File: config.mk
export PLATFORM = sky130hd
export DESIGN_NAME = uart_tx
export DESIGN_NICKNAME = d
export VERILOG_FILES = /design/src/rtl/uart_pkg.sv /design/src/rtl/uart_baud_gen.sv /design/src/rtl/uart_tx.sv
export SDC_FILE = /design/constraint.sdc
export NUM_CORES = 1
export LEC_CHECK = 0
export CAP_MARGIN = 20
export CORE_MARGIN = 3
export CORE_UTILIZATION = 32
export CTS_BUF_LIST = sky130_fd_sc_hd__clkbuf_16
export DETAILED_ROUTE_END_ITERATION = 8
export PLACE_DENSITY = 0.55
export SETUP_SLACK_MARGIN = 0.5
export SKIP_CTS_REPAIR_TIMING = 1
export SYNTH_ARGS = -nofsm -noshare
export SYNTH_HDL_FRONTEND = slang
export SYNTH_HIERARCHICAL = 1
export SYNTH_SLANG_ARGS = --single-unit
export TNS_END_PERCENT = 20
File: constraint.sdc
create_clock -name clk -period 3.5 [get_ports clk]
set_input_delay 1.05 -clock clk [delete_from_list [all_inputs] [get_ports clk]]
set_output_delay 1.05 -clock clk [all_outputs]
set_load 0.1 [all_outputs]
File: src/rtl/uart_pkg.sv
// Shared UART definitions: state encoding, default timing constants and helpers.
// Imported by both the transmitter and the receiver so their defaults loop back directly.
package uart_pkg;

    typedef enum logic [2:0] {
        ST_IDLE   = 3'd0,
        ST_START  = 3'd1,
        ST_DATA   = 3'd2,
        ST_PARITY = 3'd3,
        ST_STOP   = 3'd4
    } uart_state_t;

    // 9600 baud from a 10 MHz clock; the half rate centres the receiver's sample point.
    localparam int unsigned BAUD_RATE_DEF      = 1042;
    localparam int unsigned HALF_RATE_DEF      = 521;
    localparam int unsigned BITS_PER_FRAME_DEF = 8;

    function automatic logic [7:0] frame_mask(input int unsigned bits);
        return 8'hFF >> (8 - bits);
    endfunction

endpackage

File: src/rtl/uart_baud_gen.sv
// Bit-period timer: 16-bit counter with synchronous clear and a one-cycle tick
// at terminal count BAUD_RATE-1, after which it wraps to zero.
import uart_pkg::*;

module uart_baud_gen #(
    parameter int unsigned BAUD_RATE = BAUD_RATE_DEF
) (
    input  logic clk,
    input  logic rst_,
    input  logic clear,
    input  logic enable,
    output logic tick
);

    localparam logic [15:0] TERM = 16'(BAUD_RATE - 1);

    logic [15:0] count;

    assign tick = enable && (count == TERM);

    always_ff @(posedge clk or negedge rst_) begin
        if (!rst_) begin
            count <= 16'd0;
        end else if (clear) begin
            count <= 16'd0;
        end else if (enable) begin
            count <= tick ? 16'd0 : count + 16'd1;
        end
    end

endmodule

File: src/rtl/uart_tx.sv
// UART transmitter, 8N1 by default: valid/busy byte intake, LSB-first shift-out on tx.
// Define UART_TX_PARITY_EN to insert an even-parity bit between the data and stop bits.
import uart_pkg::*;

module uart_tx #(
    parameter int unsigned BAUD_RATE      = BAUD_RATE_DEF,
    parameter int unsigned BITS_PER_FRAME = BITS_PER_FRAME_DEF
) (
    input  logic       clk,
    input  logic       rst_,
    input  logic [7:0] din,
    input  logic       din_valid,
    output logic       tx,
    output logic       busy,
    output logic       done
);

    localparam logic [3:0] LAST_BIT = 4'(BITS_PER_FRAME - 1);
    localparam logic [7:0] MASK     = frame_mask(BITS_PER_FRAME);

    uart_state_t state, state_next;
    logic [7:0]  shift_reg, shift_next;
    logic [3:0]  bit_cnt, bit_cnt_next;
    logic        tx_next, busy_next, done_next;
    logic        accept;
    logic        tick;
`ifdef UART_TX_PARITY_EN
    logic        parity_reg, parity_next;
`endif

    uart_baud_gen #(
        .BAUD_RATE(BAUD_RATE)
    ) u_baud_gen (
        .clk   (clk),
        .rst_  (rst_),
        .clear (accept),
        .enable(state != ST_IDLE),
        .tick  (tick)
    );

    always_comb begin
        state_next   = state;
        shift_next   = shift_reg;
        bit_cnt_next = bit_cnt;
        done_next    = 1'b0;
        accept       = 1'b0;
`ifdef UART_TX_PARITY_EN
        parity_next  = parity_reg;
`endif
        case (state)
            ST_IDLE: begin
                if (din_valid && !busy) begin
                    accept       = 1'b1;
                    shift_next   = din & MASK;
                    bit_cnt_next = 4'd0;
                    state_next   = ST_START;
`ifdef UART_TX_PARITY_EN
                    parity_next  = ^(din & MASK);
`endif
                end
            end
            ST_START: begin
                if (tick) state_next = ST_DATA;
            end
            ST_DATA: begin
                if (tick) begin
                    shift_next   = shift_reg >> 1;
                    bit_cnt_next = bit_cnt + 4'd1;
                    if (bit_cnt == LAST_BIT) begin
`ifdef UART_TX_PARITY_EN
                        state_next = ST_PARITY;
`else
                        state_next = ST_STOP;
`endif
                    end
                end
            end
`ifdef UART_TX_PARITY_EN
            ST_PARITY: begin
                if (tick) state_next = ST_STOP;
            end
`endif
            ST_STOP: begin
                if (tick) begin
                    state_next = ST_IDLE;
                    done_next  = 1'b1;
                end
            end
            default: state_next = ST_IDLE;
        endcase
    end

    // tx is decoded from the next state so the line is registered yet changes on the transition edge.
    always_comb begin
        tx_next = 1'b1;
        case (state_next)
            ST_START:  tx_next = 1'b0;
            ST_DATA:   tx_next = shift_next[0];
`ifdef UART_TX_PARITY_EN
            ST_PARITY: tx_next = parity_reg;
`endif
            default:   tx_next = 1'b1;
        endcase
        busy_next = (state_next != ST_IDLE);
    end

    always_ff @(posedge clk or negedge rst_) begin
        if (!rst_) begin
            state     <= ST_IDLE;
            shift_reg <= 8'd0;
            bit_cnt   <= 4'd0;
            tx        <= 1'b1;
            busy      <= 1'b0;
            done      <= 1'b0;
        end else begin
            state     <= state_next;
            shift_reg <= shift_next;
            bit_cnt   <= bit_cnt_next;
            tx        <= tx_next;
            busy      <= busy_next;
            done      <= done_next;
        end
    end

`ifdef UART_TX_PARITY_EN
    always_ff @(posedge clk or negedge rst_) begin
        if (!rst_) begin
            parity_reg <= 1'b0;
        end else begin
            parity_reg <= parity_next;
        end
    end
`endif

endmodule
==> flow_metrics.py <==
metrics = {
    "synth": {
        "yosysSeqAreaShare_pct": 48.2,
        "synth-edff-count": 0,
        "synth_top_family_by_area": "simple AND/OR/NAND/NOR gates",
        "ys.warnings.count": 6,
        "synthCells": 178,
        "synthFlopType": "dfrtp_1",
        "synth_nets": 192,
        "ys_async_sr_fraction_pct": 100,
        "synthSimpleGateAreaFrac_pct": 26.3,
        "synthAdderAreaFrac_pct": 2.12,
        "synth_xor_xnor_area_share_pct": 6.94,
        "ys_ff_latch": 34,
        "yosysUniqueCellTypes": 42,
        "synth_compound_area_share_pct": 10.4,
        "synth_mux_area_share_pct": 1.27,
        "syn-cell-area_sq_um": 1770,
        "synth.avg_cell_area_sq_um": 9.93,
    },
    "placement": {
        "globalplace.congestion": 0.758,
        "place_hpwl_mm": 2.33,
        "post-place-ws_ns": 0.721,
        "place_inst": 256,
        "port_buffers": 13,
    },
    "sta": {
        "final.setup.tns_ns": 0,
        "fin_worst_skew_ns": 0.00228,
        "finalHoldViolCount": 0,
        "layout_setup_ws_ns": 0.984,
        "relSlewSlack_pct": 58.7,
        "fin_crit_ns": 2.52,
        "finalCritPeriodShare_pct": 71.9,
        "setup_viol": 0,
        "whs_ns": 0.474,
        "rsz0062_at_grt": "false",
        "fmax_mhz": 397,
        "tightestPinTransition_ns": 0.613,
        "slew_viol_final": 0,
    },
    "setup_path": {
        "worstPathRequired_ns": 3.71,
        "path_class": "reg -> reg",
        "reg2reg_slack_ns": 0.98,
        "crit_slowest_cell": "dfrtp_1",
        "max_stage_delay_ns": 0.50,
        "cp_max_fo": 12,
        "r2r-end": "bit_cnt[0]",
        "cp_top_family": "simple AND/OR/NAND/NOR gates",
        "cpMostUsedCell": "inv_1",
        "cp-start-kind": "register",
        "worstPathCellList": "nor3_2 -> inv_1 -> buf_4 -> and4b_1 -> nand4_1 -> inv_1 -> and4bb_2 -> a21oi_2 -> mux2_2",
        "path_buf_inv": 3,
        "worst_ep_arrival_time_ns": 2.73,
        "worstReg2RegStart": "state[1]",
        "cp-end-kind": "register",
        "reg2reg_depth": 9,
    },
    "layout": {
        "nNetsFinal": 207,
        "diodes": 0,
        "finalNonFillerCells": 264,
        "fillers": 501,
        "drive_above_1_share_pct": 12.4,
        "syn2layout_area_growth_pct": 18.1,
        "largest_reg_flops": 16,
    },
    "floorplanning": {
        "die-area_sq_um": 6450,
        "ioPinCount": 14,
        "die_x_microns": 80.3,
        "start_util_pct": 33.8,
        "core_area_sq_um": 5240,
        "die_y_microns": 80.3,
        "rows": 26,
    },
    "run": {
        "max_cap_violations": 0,
    },
    "power_and_ir_drop": {
        "power.internal_uw": 845,
        "p_comb_share_pct": 18.4,
        "p_clk_share_pct": 34.0,
        "pwr-share-seq_pct": 47.5,
        "leakagePower_nw": 0.914,
        "vdd_ir_drop_max_uv": 338,
        "switching_share_pct": 30.8,
        "switchingPower_uw": 376,
        "power_density_nw_per_um2": 585,
    },
    "clock_tree": {
        "htreeDepth": 2,
        "clock_path_buffers": 2,
        "cts_tree": "done",
        "clk_transition_reported_paths_ns": 0.05,
        "clk_latency_ns": 0.27,
        "cts.sink_count": 34,
        "root_buffer": "clkbuf_16",
        "cts_buffers": 5,
    },
    "outcome": {
        "status": "finished clean",
    },
    "drt": {
        "vias_per_cell": 4.90,
        "wl_per_cell_microns": 12.9,
        "drt_iter0_drc": 70,
        "vias": 1294,
        "ant_nets": 0,
        "firstDrtPassIters": 4,
        "drc": 0,
        "drt-total-wl_mm": 3.41,
    },
    "global_routing": {
        "grt_first_pass_wirelength_mm": 6.34,
        "overflow": 0,
        "grt_max_degree": 35,
        "antenna_found_initial": 0,
        "grt_usage_pct": 12.5,
        "grt_pass1_vias": 1339,
    },
    "min_path": {
        "min_path_cells": 2,
        "hp-start": "shift_reg[2]",
        "hold_class": "reg -> reg",
        "hold_path_end": "shift_reg[2]",
    },
}
[layout make-up]
class | count | area [sq um] | area share, %
clock buffer | 5 | 125 | 5.99
sequential | 34 | 852 | 40.8
clock inverter | 3 | 16.3 | 0.779
timing repair buffer | 17 | 153 | 7.31
multi-input combinational | 129 | 832 | 39.8
inverter | 6 | 22.5 | 1.08
tap | 70 | 87.6 | 4.19
[synthesized netlist by cell type (5+ instances only)]
cell / instances / area share (%)
xnor2_1: 7 / 3.5
nand3_1: 6 / 1.7
xor2_1: 7 / 3.5
a21oi_1: 5 / 1.4
inv_1: 6 / 1.3
nor2_1: 22 / 4.7
dfrtp_1: 33 / 47
a22oi_1: 7 / 3.0
nand4_1: 6 / 2.1
nand2_1: 22 / 4.7
[kinds of logic after synthesis]
group	count (synthesis)
AND/OR/NAND/NOR	84
flip-flops	34
AO/OA/AOI/OAI	26
buffers and inverters	15
XOR/XNOR	14
adder cells (fa/ha/maj)	3
multiplexers	2
[power groups by stage]
stage | Clock, mW | Sequential [mW] | Combinational [mW]
finish | 0.415 | 0.580 | 0.225
global route | 0.447 | 0.595 | 0.260
CTS | 0.430 | 0.578 | 0.227
detailed placement | 0 | 0.584 | 0.225
global placement | 0 | 0.586 | 0.224
floorplan | 0 | 0.573 | 0.162
[stage by stage]
| step | utilization, % | power [mW] | instance area (sq um) |
|---|---|---|---|
| 2_1_floorplan | - | 0.735 | 1770 |
| 3_5_place_dp | 37.2 | 0.809 | 1950 |
| 6_report | 39.9 | 1.22 | 2090 |
| 3_3_place_gp | 37.2 | 0.809 | 1950 |
| 5_1_grt | 39.9 | 1.30 | 2090 |
| 4_1_cts | 39.9 | 1.24 | 2090 |
[worst min-delay path, delay by kind of cell, from the launching register on]
kind,cells,cell delay (ns)
flip-flops,1,0.34
AND/OR/NAND/NOR,2,0.10
[per-layer routing]
metal,track usage [%],vias to the layer above,wire length [microns]
met2,18.0,11,1420
met1,18.2,618,1860
met4,4.56,0,51
li1,-,661,-
met3,2.69,4,79
met5,0,-,0
[how the worst max path moves through the flow]
stage                     startpoint                   end  slack (ns)  depth (start not counted)
final                       state[1]            bit_cnt[0]        0.98                          9
after detailed placement   din_valid  u_baud_gen/count[14]        0.72                          6
after global routing        state[1]            bit_cnt[0]        0.74                          9
after CTS                   state[1]            bit_cnt[0]        0.96                          9
after global placement     din_valid  u_baud_gen/count[14]        0.72                          6
after floorplan            din_valid  u_baud_gen/count[11]        0.98                          8
[placed cells by master (no fill, tap or decap), drive strengths merged, types with 2 or more instances in the layout]
master          n
o31ai           3
ha              3
clkdlybuf4s50  10
xnor2           7
nor2b           2
clkbuf          5
nor2           22
xor2            7
nor3            4
clkinv          2
a22o            2
a22oi           7
buf             7
inv             6
o21ai           4
and4b           2
a21oi           6
mux2            2
nor4b           3
nand4           7
dfrtp          33
nand2          22
nand2b          3
nand3           6
nor4            4
Note: power is estimated with default switching activity, not from simulation.
==> patch, RTL diff (same flow settings) <==
The option `UART_TX_PARITY_EN` is turned on by a define.
--- a/src/rtl/uart_tx.sv
+++ b/src/rtl/uart_tx.sv
@@ -1,4 +1,6 @@
 // UART transmitter, 8N1 by default: valid/busy byte intake, LSB-first shift-out on tx.
 // Define UART_TX_PARITY_EN to insert an even-parity bit between the data and stop bits.
+`define UART_TX_PARITY_EN
+
 import uart_pkg::*;
 
Function: no difference found for any inputs over 10 cycles, from zero or initial values and one cycle with rst_ low; that may be too few to reach the edited logic, so the function may still have changed.
==> patch against the unedited design <==
Final cell count is 8.0% higher. Largest power group unchanged. Wire length is 12% higher. Maximum frequency is 13% lower. Power is 10% lower. Sequential cell count is 1 higher. Synthesized area is 5.2% higher. Via count is 13% higher. Setup slack worse by 370 ps. Combinational power is 23% lower. Final area is 9.0% higher.
==> patch: results (changes against the unedited design) <==
Timing
  – Final Skew: 7.68 ps (+5.39 ps)
  – Tightest Pin Transition: 554 ps (-59.0 ps)
  – Min Tclk post-route: 2890 ps (+373 ps)

Placement
  – DPL Wire Length: 2.68 mm (+15%)
  – Placed Cells: 271 (+5.9%)
  – Gpl congestion: 0.832 (+9.7%)
  – Pre-CTS WS: 393 ps (-328 ps)
  – Placed Instance Area: 2070 um^2 (+6.1%)
  – PortBufs: 13 (unchanged)

Yosys
  – Xor/xnor share of the synthesized area: 8.48% (+1.5 points)
  – Synth Area per Inst: 9.84 um^2 (-0.95%)
  – Synthesized net count: 203 (+5.7%)
  – Post-synthesis compound-gate area fraction: 12.9% (+2.4 points)
  – Synth warn: 6 (unchanged)
  – Synth unique cells: 46 (+9.5%)
  – Synth area leaders: dfrtp_1 (46%), xnor2_1 (5.7%), nand2_1 (4.4%)
  – Sequential fraction of the synthesis area: 47.2% (-1.0 points)

Routing
  – 1st-iter DRT viols: 115 (+64%)
  – Final WL: 3.81 mm (+12%)
  – Via density: 5.13 (+4.7%)

GRT
  – Number of global-route vias before repair: 1,294 (-3.4%)
  – Largest net degree at the start of global routing: 36 (+2.9%)

Worst setup path
  – CP peak stage delay: 600 ps (+100 ps)
  – R2R depth: 7 (-2)
  – Worst-path fanout max: 6 (-6)
  – Worst EP arrival: 3090 ps (+360 ps)
  – Slowest CP cell: or4b_4
  – Cell family with most CP delay: simple AND/OR/NAND/NOR gates
  – RR Endpoint: tx$_DFF_PN1_
  – Worst setup path startpoint: u_baud_gen/count[11]$_DFFE_PN0P_

Cells and area
  – Share of layout cells above drive strength 1: 17.4% (+5.0 points)
  – Final nets: 226 (+9.2%)
  – Non-Filler Instances: 285 (+8.0%)

Power and ir drop
  – Leakage: 0.000958 uW (+4.7%)
  – Maximum vdd drop: 0.192 mV (-43%)

Clock network
  – Num CTS Buffers: 5 (unchanged)

Run status
  – Status: finished clean
patch: changes by cell type after synthesis, sizes merged, moves of 2 or more:
| cell | unedited run | this run |
|---|---|---|
| o31ai | 3 | 0 |
| nand4 | 7 | 4 |
| o21ai | 4 | 10 |
| or3 | 0 | 5 |
| a22o | 2 | 0 |
| nor4b | 3 | 1 |
| nor4 | 4 | 6 |
| o41ai | 0 | 2 |
| xnor2 | 7 | 12 |
| nor2 | 22 | 18 |
patch: power breakdown:
group          internal [uW]  switching [uW]
sequential               450            57.1
clock                    259             158
combinational           83.7            89.6
total                    793             305
patch: how the worst min path moves through the flow:
stage / from / slack (ps) / cells after the start / endpoint
2_1_floorplan: shift_reg[1]$_DFFE_PN0P_ / 440 / 2 / shift_reg[1]$_DFFE_PN0P_
6_report: shift_reg[3]$_DFFE_PN0P_ / 470 / 2 / shift_reg[3]$_DFFE_PN0P_
3_3_place_gp: shift_reg[1]$_DFFE_PN0P_ / 450 / 2 / shift_reg[1]$_DFFE_PN0P_
5_1_grt: shift_reg[6]$_DFFE_PN0P_ / 520 / 2 / shift_reg[6]$_DFFE_PN0P_
3_5_place_dp: shift_reg[3]$_DFFE_PN0P_ / 470 / 2 / shift_reg[3]$_DFFE_PN0P_
4_1_cts: shift_reg[1]$_DFFE_PN0P_ / 480 / 2 / shift_reg[1]$_DFFE_PN0P_
patch: layout make-up:
type	instances	area, um^2
multi-input cells	140	935
clock inverters	3	16.3
clock buffers	5	125
repair buffers	24	205
fillers	564	3300
inverters	6	25.0
well taps	72	90.1
flip-flops and latches	35	881
patch: per-layer routing:
layer  wire (um)  vias up  global-route usage (%)
li1            -      728                       -
met1        1930      705                    18.0
met2        1680       25                    17.3
met3         125        5                    2.93
met4          72        0                    4.98
met5           0        -                       0
